### config.mk
export PLATFORM = sky130hd
export DESIGN_NAME = ap_ctrl_chain_sequencer_flat
export DESIGN_NICKNAME = d
export VERILOG_FILES = /design/src/rtl/ap_ctrl_chain_sequencer_if.sv /design/src/rtl/ap_ctrl_chain_sequencer.sv /design/src/flat_wrapper.sv
export SDC_FILE = /design/constraint.sdc
export NUM_CORES = 1
export LEC_CHECK = 0
export CORE_MARGIN = 10
export CORE_UTILIZATION = 49
export DETAILED_ROUTE_END_ITERATION = 6
export PLACE_DENSITY = 0.82
export SLEW_MARGIN = 15
export SYNTH_ARGS = -nofsm -noshare
export SYNTH_HDL_FRONTEND = slang
export SYNTH_SLANG_ARGS = --single-unit
### constraint.sdc
create_clock -name clkrst_if_clk -period 4.56 [get_ports clkrst_if_clk]
set_clock_uncertainty 0.1 [all_clocks]
set_input_delay 0.456 -clock clkrst_if_clk [delete_from_list [all_inputs] [get_ports clkrst_if_clk]]
set_output_delay 0.456 -clock clkrst_if_clk [all_outputs]
set_load 0.05 [all_outputs]
### src/rtl/ap_ctrl_chain_sequencer_if.sv
// Shared clock/reset bundle: rising-edge clock, asynchronous active-high reset.
interface clkrst_if;
   logic clk;
   logic rst;

   modport sink (input clk, input rst);
endinterface

### src/rtl/ap_ctrl_chain_sequencer.sv
// Drives an HLS kernel's ap_ctrl_chain handshake for a programmed number of transactions,
// bounding in-flight work, counting starts/dones and flagging count mismatch, hangs and protocol errors.
module ap_ctrl_chain_sequencer #(
   parameter int CNT_W           = 32,
   parameter int MAX_OUTSTANDING = 2,
   parameter int TIMEOUT_W       = 20
) (
   clkrst_if.sink            clkrst_if,
   input  logic              cfg_start,
   input  logic              cfg_abort,
   input  logic [CNT_W-1:0]  cfg_num_trans,
   input  logic [CNT_W-1:0]  cfg_ref_cnt,
   input  logic              cfg_ref_chk_en,
   input  logic              cfg_auto_continue,
   input  logic              sw_continue,
   output logic              ap_start,
   input  logic              ap_ready,
   input  logic              ap_done,
   input  logic              ap_idle,
   output logic              ap_continue,
   output logic              busy,
   output logic              finish,
   output logic [CNT_W-1:0]  trans_cnt,
   output logic [CNT_W-1:0]  done_cnt,
   output logic              cnt_mismatch,
   output logic              timeout,
   output logic              protocol_err,
   output logic [2:0]        state_o
);

   localparam int OUT_W = $clog2(MAX_OUTSTANDING + 1);
   localparam logic [OUT_W-1:0] MAX_OUT = OUT_W'(MAX_OUTSTANDING);

   typedef enum logic [2:0] {
      S_IDLE   = 3'd0,
      S_ISSUE  = 3'd1,
      S_DRAIN  = 3'd2,
      S_FINISH = 3'd3,
      S_ERR    = 3'd4
   } state_t;

   state_t               r_state, w_state_nxt;
   logic [CNT_W-1:0]     r_num, w_num_nxt;
   logic [CNT_W-1:0]     r_ref, w_ref_nxt;
   logic                 r_chk_en, w_chk_en_nxt;
   logic [CNT_W-1:0]     r_trans_cnt, w_trans_nxt;
   logic [CNT_W-1:0]     r_done_cnt, w_done_nxt;
   logic [OUT_W-1:0]     r_outstanding, w_out_nxt;
   logic [TIMEOUT_W-1:0] r_wdog, w_wdog_nxt;
   logic                 r_ap_start, w_ap_start_nxt;
   logic                 r_ap_continue, w_ap_cont_nxt;
   logic                 r_busy;
   logic                 r_finish, w_finish_nxt;
   logic                 r_cnt_mismatch, w_mismatch_nxt;
   logic                 r_timeout, w_timeout_nxt;
   logic                 r_protocol_err, w_perr_nxt;
   logic                 w_start_acc, w_done_acc;

   assign w_start_acc = r_ap_start & ap_ready;
   assign w_done_acc  = r_ap_continue & ap_done;

   // NOTE: every signal gets a default before the case so no path leaves one unassigned (no latches).
   always_comb begin
      w_state_nxt    = r_state;
      w_num_nxt      = r_num;
      w_ref_nxt      = r_ref;
      w_chk_en_nxt   = r_chk_en;
      w_trans_nxt    = r_trans_cnt;
      w_done_nxt     = r_done_cnt;
      w_out_nxt      = r_outstanding;
      w_wdog_nxt     = '0;
      w_ap_start_nxt = 1'b0;
      w_ap_cont_nxt  = 1'b0;
      w_finish_nxt   = 1'b0;
      w_mismatch_nxt = r_cnt_mismatch;
      w_timeout_nxt  = r_timeout;
      w_perr_nxt     = r_protocol_err;

      if (cfg_abort) begin
         w_state_nxt = S_IDLE;
      end else begin
         unique case (r_state)
            S_IDLE: begin
               if (cfg_start) begin
                  w_num_nxt      = cfg_num_trans;
                  w_ref_nxt      = cfg_ref_cnt;
                  w_chk_en_nxt   = cfg_ref_chk_en;
                  w_trans_nxt    = '0;
                  w_done_nxt     = '0;
                  w_out_nxt      = '0;
                  w_mismatch_nxt = 1'b0;
                  w_timeout_nxt  = 1'b0;
                  w_perr_nxt     = 1'b0;
                  if (cfg_num_trans == '0) begin
                     w_state_nxt = S_FINISH;
                  end else begin
                     w_state_nxt    = S_ISSUE;
                     w_ap_start_nxt = 1'b1;
                  end
               end
            end
            S_ISSUE, S_DRAIN: begin
               w_trans_nxt   = r_trans_cnt + CNT_W'(w_start_acc);
               w_done_nxt    = r_done_cnt + CNT_W'(w_done_acc);
               w_out_nxt     = r_outstanding + OUT_W'(w_start_acc) - OUT_W'(w_done_acc);
               w_wdog_nxt    = (w_start_acc || w_done_acc) ? '0 : r_wdog + TIMEOUT_W'(1);
               // Continue is a single-cycle pulse, so a back-to-back done waits one idle cycle.
               w_ap_cont_nxt = ap_done && (r_outstanding != '0) && !r_ap_continue &&
                               (cfg_auto_continue || sw_continue);
               if (r_state == S_ISSUE) begin
                  w_ap_start_nxt = (w_trans_nxt < r_num) && (w_out_nxt < MAX_OUT);
                  if (w_trans_nxt == r_num) begin
                     w_state_nxt = S_DRAIN;
                  end
               end else if ((r_outstanding == '0) && ap_idle) begin
                  w_state_nxt = S_FINISH;
               end
               if (!(w_start_acc || w_done_acc) && (&r_wdog)) begin
                  w_state_nxt    = S_ERR;
                  w_timeout_nxt  = 1'b1;
                  w_ap_start_nxt = 1'b0;
                  w_ap_cont_nxt  = 1'b0;
               end
            end
            S_FINISH: begin
               w_finish_nxt = 1'b1;
               if (r_chk_en && (r_trans_cnt != r_ref)) begin
                  w_mismatch_nxt = 1'b1;
               end
               w_state_nxt = S_IDLE;
            end
            S_ERR: begin
               w_state_nxt = S_ERR;
            end
            default: begin
               w_state_nxt = S_IDLE;
            end
         endcase
      end

      if ((ap_done && (r_outstanding == '0)) || (ap_ready && !r_ap_start)) begin
         w_perr_nxt = 1'b1;
      end
   end

   // NOTE: state uses non-blocking assignments so all registers update together at the edge.
   always_ff @(posedge clkrst_if.clk or posedge clkrst_if.rst) begin
      if (clkrst_if.rst) begin
         r_state        <= S_IDLE;
         r_num          <= '0;
         r_ref          <= '0;
         r_chk_en       <= 1'b0;
         r_trans_cnt    <= '0;
         r_done_cnt     <= '0;
         r_outstanding  <= '0;
         r_wdog         <= '0;
         r_ap_start     <= 1'b0;
         r_ap_continue  <= 1'b0;
         r_busy         <= 1'b0;
         r_finish       <= 1'b0;
         r_cnt_mismatch <= 1'b0;
         r_timeout      <= 1'b0;
         r_protocol_err <= 1'b0;
      end else begin
         r_state        <= w_state_nxt;
         r_num          <= w_num_nxt;
         r_ref          <= w_ref_nxt;
         r_chk_en       <= w_chk_en_nxt;
         r_trans_cnt    <= w_trans_nxt;
         r_done_cnt     <= w_done_nxt;
         r_outstanding  <= w_out_nxt;
         r_wdog         <= w_wdog_nxt;
         r_ap_start     <= w_ap_start_nxt;
         r_ap_continue  <= w_ap_cont_nxt;
         r_busy         <= (w_state_nxt == S_ISSUE) || (w_state_nxt == S_DRAIN);
         r_finish       <= w_finish_nxt;
         r_cnt_mismatch <= w_mismatch_nxt;
         r_timeout      <= w_timeout_nxt;
         r_protocol_err <= w_perr_nxt;
      end
   end

   assign ap_start     = r_ap_start;
   assign ap_continue  = r_ap_continue;
   assign busy         = r_busy;
   assign finish       = r_finish;
   assign trans_cnt    = r_trans_cnt;
   assign done_cnt     = r_done_cnt;
   assign cnt_mismatch = r_cnt_mismatch;
   assign timeout      = r_timeout;
   assign protocol_err = r_protocol_err;
   assign state_o      = r_state;

endmodule

### src/flat_wrapper.sv
// flat-port wrapper written by rule: the top's interface ports become plain ports
module ap_ctrl_chain_sequencer_flat 
#(
   parameter int CNT_W           = 32,
   parameter int MAX_OUTSTANDING = 2,
   parameter int TIMEOUT_W       = 20
)
  (cfg_start, cfg_abort, cfg_num_trans, cfg_ref_cnt, cfg_ref_chk_en, cfg_auto_continue, sw_continue, ap_start, ap_ready, ap_done, ap_idle, ap_continue, busy, finish, trans_cnt, done_cnt, cnt_mismatch, timeout, protocol_err, state_o, clkrst_if_clk, clkrst_if_rst);
  clkrst_if clkrst_if_i ();
  input  logic cfg_start;
  input  logic cfg_abort;
  input  logic [CNT_W-1:0] cfg_num_trans;
  input  logic [CNT_W-1:0] cfg_ref_cnt;
  input  logic cfg_ref_chk_en;
  input  logic cfg_auto_continue;
  input  logic sw_continue;
  output logic ap_start;
  input  logic ap_ready;
  input  logic ap_done;
  input  logic ap_idle;
  output logic ap_continue;
  output logic busy;
  output logic finish;
  output logic [CNT_W-1:0] trans_cnt;
  output logic [CNT_W-1:0] done_cnt;
  output logic cnt_mismatch;
  output logic timeout;
  output logic protocol_err;
  output logic [2:0] state_o;
  input wire logic [$bits(clkrst_if_i.clk)-1:0] clkrst_if_clk;
  input wire logic [$bits(clkrst_if_i.rst)-1:0] clkrst_if_rst;
  assign clkrst_if_i.clk = clkrst_if_clk;
  assign clkrst_if_i.rst = clkrst_if_rst;
  ap_ctrl_chain_sequencer #(.CNT_W(CNT_W), .MAX_OUTSTANDING(MAX_OUTSTANDING), .TIMEOUT_W(TIMEOUT_W)) u_core (.clkrst_if(clkrst_if_i), .cfg_start(cfg_start), .cfg_abort(cfg_abort), .cfg_num_trans(cfg_num_trans), .cfg_ref_cnt(cfg_ref_cnt), .cfg_ref_chk_en(cfg_ref_chk_en), .cfg_auto_continue(cfg_auto_continue), .sw_continue(sw_continue), .ap_start(ap_start), .ap_ready(ap_ready), .ap_done(ap_done), .ap_idle(ap_idle), .ap_continue(ap_continue), .busy(busy), .finish(finish), .trans_cnt(trans_cnt), .done_cnt(done_cnt), .cnt_mismatch(cnt_mismatch), .timeout(timeout), .protocol_err(protocol_err), .state_o(state_o));
endmodule
==> impl_metrics.env <==
export IMPL_crit_type="in -> reg"
export IMPL_cp_end_kind="flop"
export IMPL_worstHoldPathType="reg -> reg"
export IMPL_clock_latency_ns=0.44
export IMPL_syn_avg_cell_area_sq_um=9.035
export IMPL_cts_tree="yes"
export IMPL_synth_fp_nets=1081
export IMPL_fin_tns_setup_ns=0
export IMPL_p_leak_uw=0.004856
export IMPL_drt_total_wl_um=24570
export IMPL_ios=148
export IMPL_design_area_sq_um=10960
export IMPL_fin_crit_ns=3.968
export IMPL_diodes=0
export IMPL_die_height_um=153.5
export IMPL_hpwl_um=17870
export IMPL_crit_required_ns=4.82
export IMPL_synthMuxAreaShare_pct=0.4583
export IMPL_post_cts_resized=0
export IMPL_avgRoutedWirePerCell_um=18.44
export IMPL_synth_compound_area_share_pct=9.437
export IMPL_postSynthCellCount=967
export IMPL_htree_levels=4
export IMPL_clockPowerShare_pct=37.2
export IMPL_worstMarginPinSlew_ns=0.9357
export IMPL_drt_initial_drc_count=590
export IMPL_dr_pass1_iters=4
export IMPL_combPwrFrac_pct=17.6
export IMPL_grt_max_degree=162
export IMPL_synth_edff_count=0
export IMPL_status="finished, final reports clean"
export IMPL_yosys_area_share_xor_xnor_pct=11.13
export IMPL_fp_dieW_um=153.5
export IMPL_switching_share_pct=30.51
export IMPL_critPathLaunchType="primary input"
export IMPL_vias_per_cell=5.554
export IMPL_grt_first_pass_wirelength_um=39810
export IMPL_synth_top_family_by_area="simple AND/OR/NAND/NOR gates"
export IMPL_internal_power_uw=2540
export IMPL_crit_fanout=5
export IMPL_grt_usage_pct=20.82
export IMPL_drive_gt1_share_pct=5.235
export IMPL_fp_dieArea_sq_um=23570
export IMPL_cts_buffers=17
export IMPL_drv_cap=0
export IMPL_cts_root_buf="clkbuf_16"
export IMPL_cts_reportedPaths_clkPinSlew_ns=0.07
export IMPL_holdBufCountCts=0
export IMPL_rsz0062_at_grt="no"
export IMPL_dpl_instance_area_sq_um=10410
export IMPL_yosys_area_share_simple_pct=22.77
export IMPL_overflow=0
export IMPL_portBuffers=147
export IMPL_ys_warn_count=0
export IMPL_yosysSeqAreaShare_pct=46.11
export IMPL_hold_violations=0
export IMPL_grt_pass1_vias=7591
export IMPL_fin_nets=1209
export IMPL_net_switching_power_uw=1115
export IMPL_synth_fa_ha_area_share_pct=5.728
export IMPL_power_frac_seq_pct=45.2
export IMPL_postCtsSetupRepairBufs=0
export IMPL_drc=0
export IMPL_synth_cell_types=53
export IMPL_dr_total_vias=7403
export IMPL_ys_ff_latch=161
export IMPL_initial_utilization_pct=50.17
export IMPL_gp_congestion=0.9202
export IMPL_cts_buffer_depth=2
export IMPL_p_per_area_nw_per_um2=333.5
export IMPL_core_area_sq_um=17420
export IMPL_grt_antenna_before_repair=0
export IMPL_max_slew_margin_rel_pct=37.05
export IMPL_period_share_pct=87.02
export IMPL_r2r_slack_ns=0.60
export IMPL_syn2layout_area_growth_pct=25.45
export IMPL_final_max_slew_viol_count=0
export IMPL_ant_nets=0
export IMPL_yosys_most_used_dff="dfrtp_1"
export IMPL_peakVddDrop_mv=0.2858
export IMPL_clock_fmax_mhz=252.0
export IMPL_setup_viol=0
export IMPL_crit_arrival_ns=4.23
export IMPL_rows=48
export IMPL_async_flop_share_pct=100.0
export IMPL_syn_area_sq_um=8737
export IMPL_cts_sinks=161
-- registers in the layout, summed over array words and instances (netlist names) --
signal                count
u_core.timeout            1
u_core.ap_start           1
u_core.finish             1
u_core.r_num             32
u_core.r_ref             32
u_core.protocol_err       1
u_core.r_outstanding      2
u_core.done_cnt          32
u_core.busy               1
u_core.state_o            3
u_core.trans_cnt         32
u_core.ap_continue        1
u_core.r_chk_en           1
u_core.cnt_mismatch       1
u_core.r_wdog            20
-- critical path, stage by stage --
cell             delay, ns
clkdlybuf4s50_1       0.46
and2_1                0.17
buf_4                 0.14
ha_1                  0.14
nand3_1               0.14
or4_1                 0.65
nor3_2                0.31
and3_2                0.25
xor2_1                0.07
ha_1                  0.32
nand4_1               0.13
nor4_1                0.33
buf_4                 0.18
nand3_1               0.06
a211oi_1              0.24
a21oi_1               0.06
nor2_1                0.14
-- synthesized netlist by cell type, types with 3 or more instances --
cell	number	area share, %
nand2_1	190	8.2
dfrtp_1	161	46
nor2_1	81	3.5
xnor2_1	61	6.1
o21ai_0	59	3.4
xor2_1	50	5.0
inv_1	44	1.9
ha_1	40	5.7
clkbuf_1	35	1.5
nand3_1	33	1.9
nand4_1	33	2.4
a21oi_1	24	1.4
nor4_1	15	1.1
a22o_1	13	1.3
buf_2	13	0.74
o31ai_1	13	1.1
and4_1	12	1.2
nor3_1	9	0.52
and3_1	7	0.50
nor2b_1	7	0.50
or3_1	6	0.43
mux2i_1	4	0.46
nand2b_1	4	0.29
a21o_1	3	0.26
a221o_1	3	0.34
a31oi_1	3	0.21
and2_1	3	0.21
nor3_2	3	0.34
nor3b_1	3	0.26
o21ai_1	3	0.17
or4_1	3	0.26
-- area by class of cell --
cell class                      count  area [sq um]
Multi-Input combinational cell    711          4334
Tap cell                          225         281.5
Fill cell                        1455          6456
Inverter                           44         168.9
Sequential cell                   161          4029
Clock buffer                       18         429.2
Clock inverter                     14         123.9
Timing Repair Buffer              160          1594
-- routing by layer --
layer / wire, um / track usage [%]
met1: 10520 / 25.63
met2: 11630 / 33.62
met3: 1576 / 5.272
met4: 852 / 9.627
met5: 0 / 0
-- placed cells by master (no fill, tap or decap), drive strengths merged, types with 6 or more instances in the layout --
| master | Yosys | routed |
|---|---|---|
| or3 | 6 | 6 |
| clkinv | 0 | 6 |
| clkdlybuf4s50 | 0 | 147 |
| o21ai | 62 | 62 |
| buf | 15 | 13 |
| xnor2 | 61 | 61 |
| inv | 44 | 50 |
| nor3 | 12 | 12 |
| nor2b | 7 | 7 |
| nor4 | 16 | 16 |
| nand3 | 33 | 33 |
| ha | 40 | 40 |
| nand2 | 190 | 190 |
| a22o | 13 | 13 |
| o31ai | 13 | 13 |
| nor2 | 82 | 82 |
| dfrtp | 161 | 161 |
| xor2 | 50 | 50 |
| and3 | 8 | 8 |
| and4 | 12 | 12 |
| clkbuf | 36 | 18 |
| nand4 | 35 | 35 |
| a21oi | 24 | 24 |
-- kinds of logic (layout without fill, tap and decap cells) --
| group | count (synthesis) | after routing |
|---|---|---|
| AO/OA/AOI/OAI | 135 | 135 |
| XOR/XNOR | 111 | 111 |
| adder cells (fa/ha/maj) | 40 | 40 |
| buffers and inverters | 95 | 236 |
| flip-flops | 161 | 161 |
| multiplexers | 4 | 4 |
| AND/OR/NAND/NOR | 421 | 421 |
-- metrics by stage --
step	setup slack [ns]	cells	utilization (%)	power (uW)	hold slack, ns
2_1_floorplan	0.4905	967	-	2077	0.3460
4_1_cts	0.6450	1333	62.93	3677	0.3913
3_3_place_gp	0.3203	1301	59.76	2299	0.3672
3_5_place_dp	0.2122	1301	59.76	2323	0.3746
6_report	0.5917	1333	62.93	3656	0.3938
5_1_grt	0.3482	1333	62.93	3828	0.4250
-- power groups by stage --
stage               Clock, uW  Sequential [uW]  Combinational, uW
floorplan                   0             1690                390
global placement            0             1670                626
detailed placement          0             1680                642
CTS                      1380             1650                648
global route             1430             1670                726
finish                   1360             1650                642
-- final timing paths --
kind	startpoint	to	depth (start not counted)
max in group asynchronous	clkrst_if_rst	u_core.trans_cnt[9]	3
min	u_core.r_chk_en	u_core.r_chk_en	2
min reg2reg	u_core.r_chk_en	u_core.r_chk_en	2
max reg2reg	u_core.ap_start	u_core.state_o[1]	16
max	ap_ready	u_core.state_o[1]	17
min in group asynchronous	clkrst_if_rst	u_core.timeout	3
Note: power is estimated with default switching activity, not from simulation.
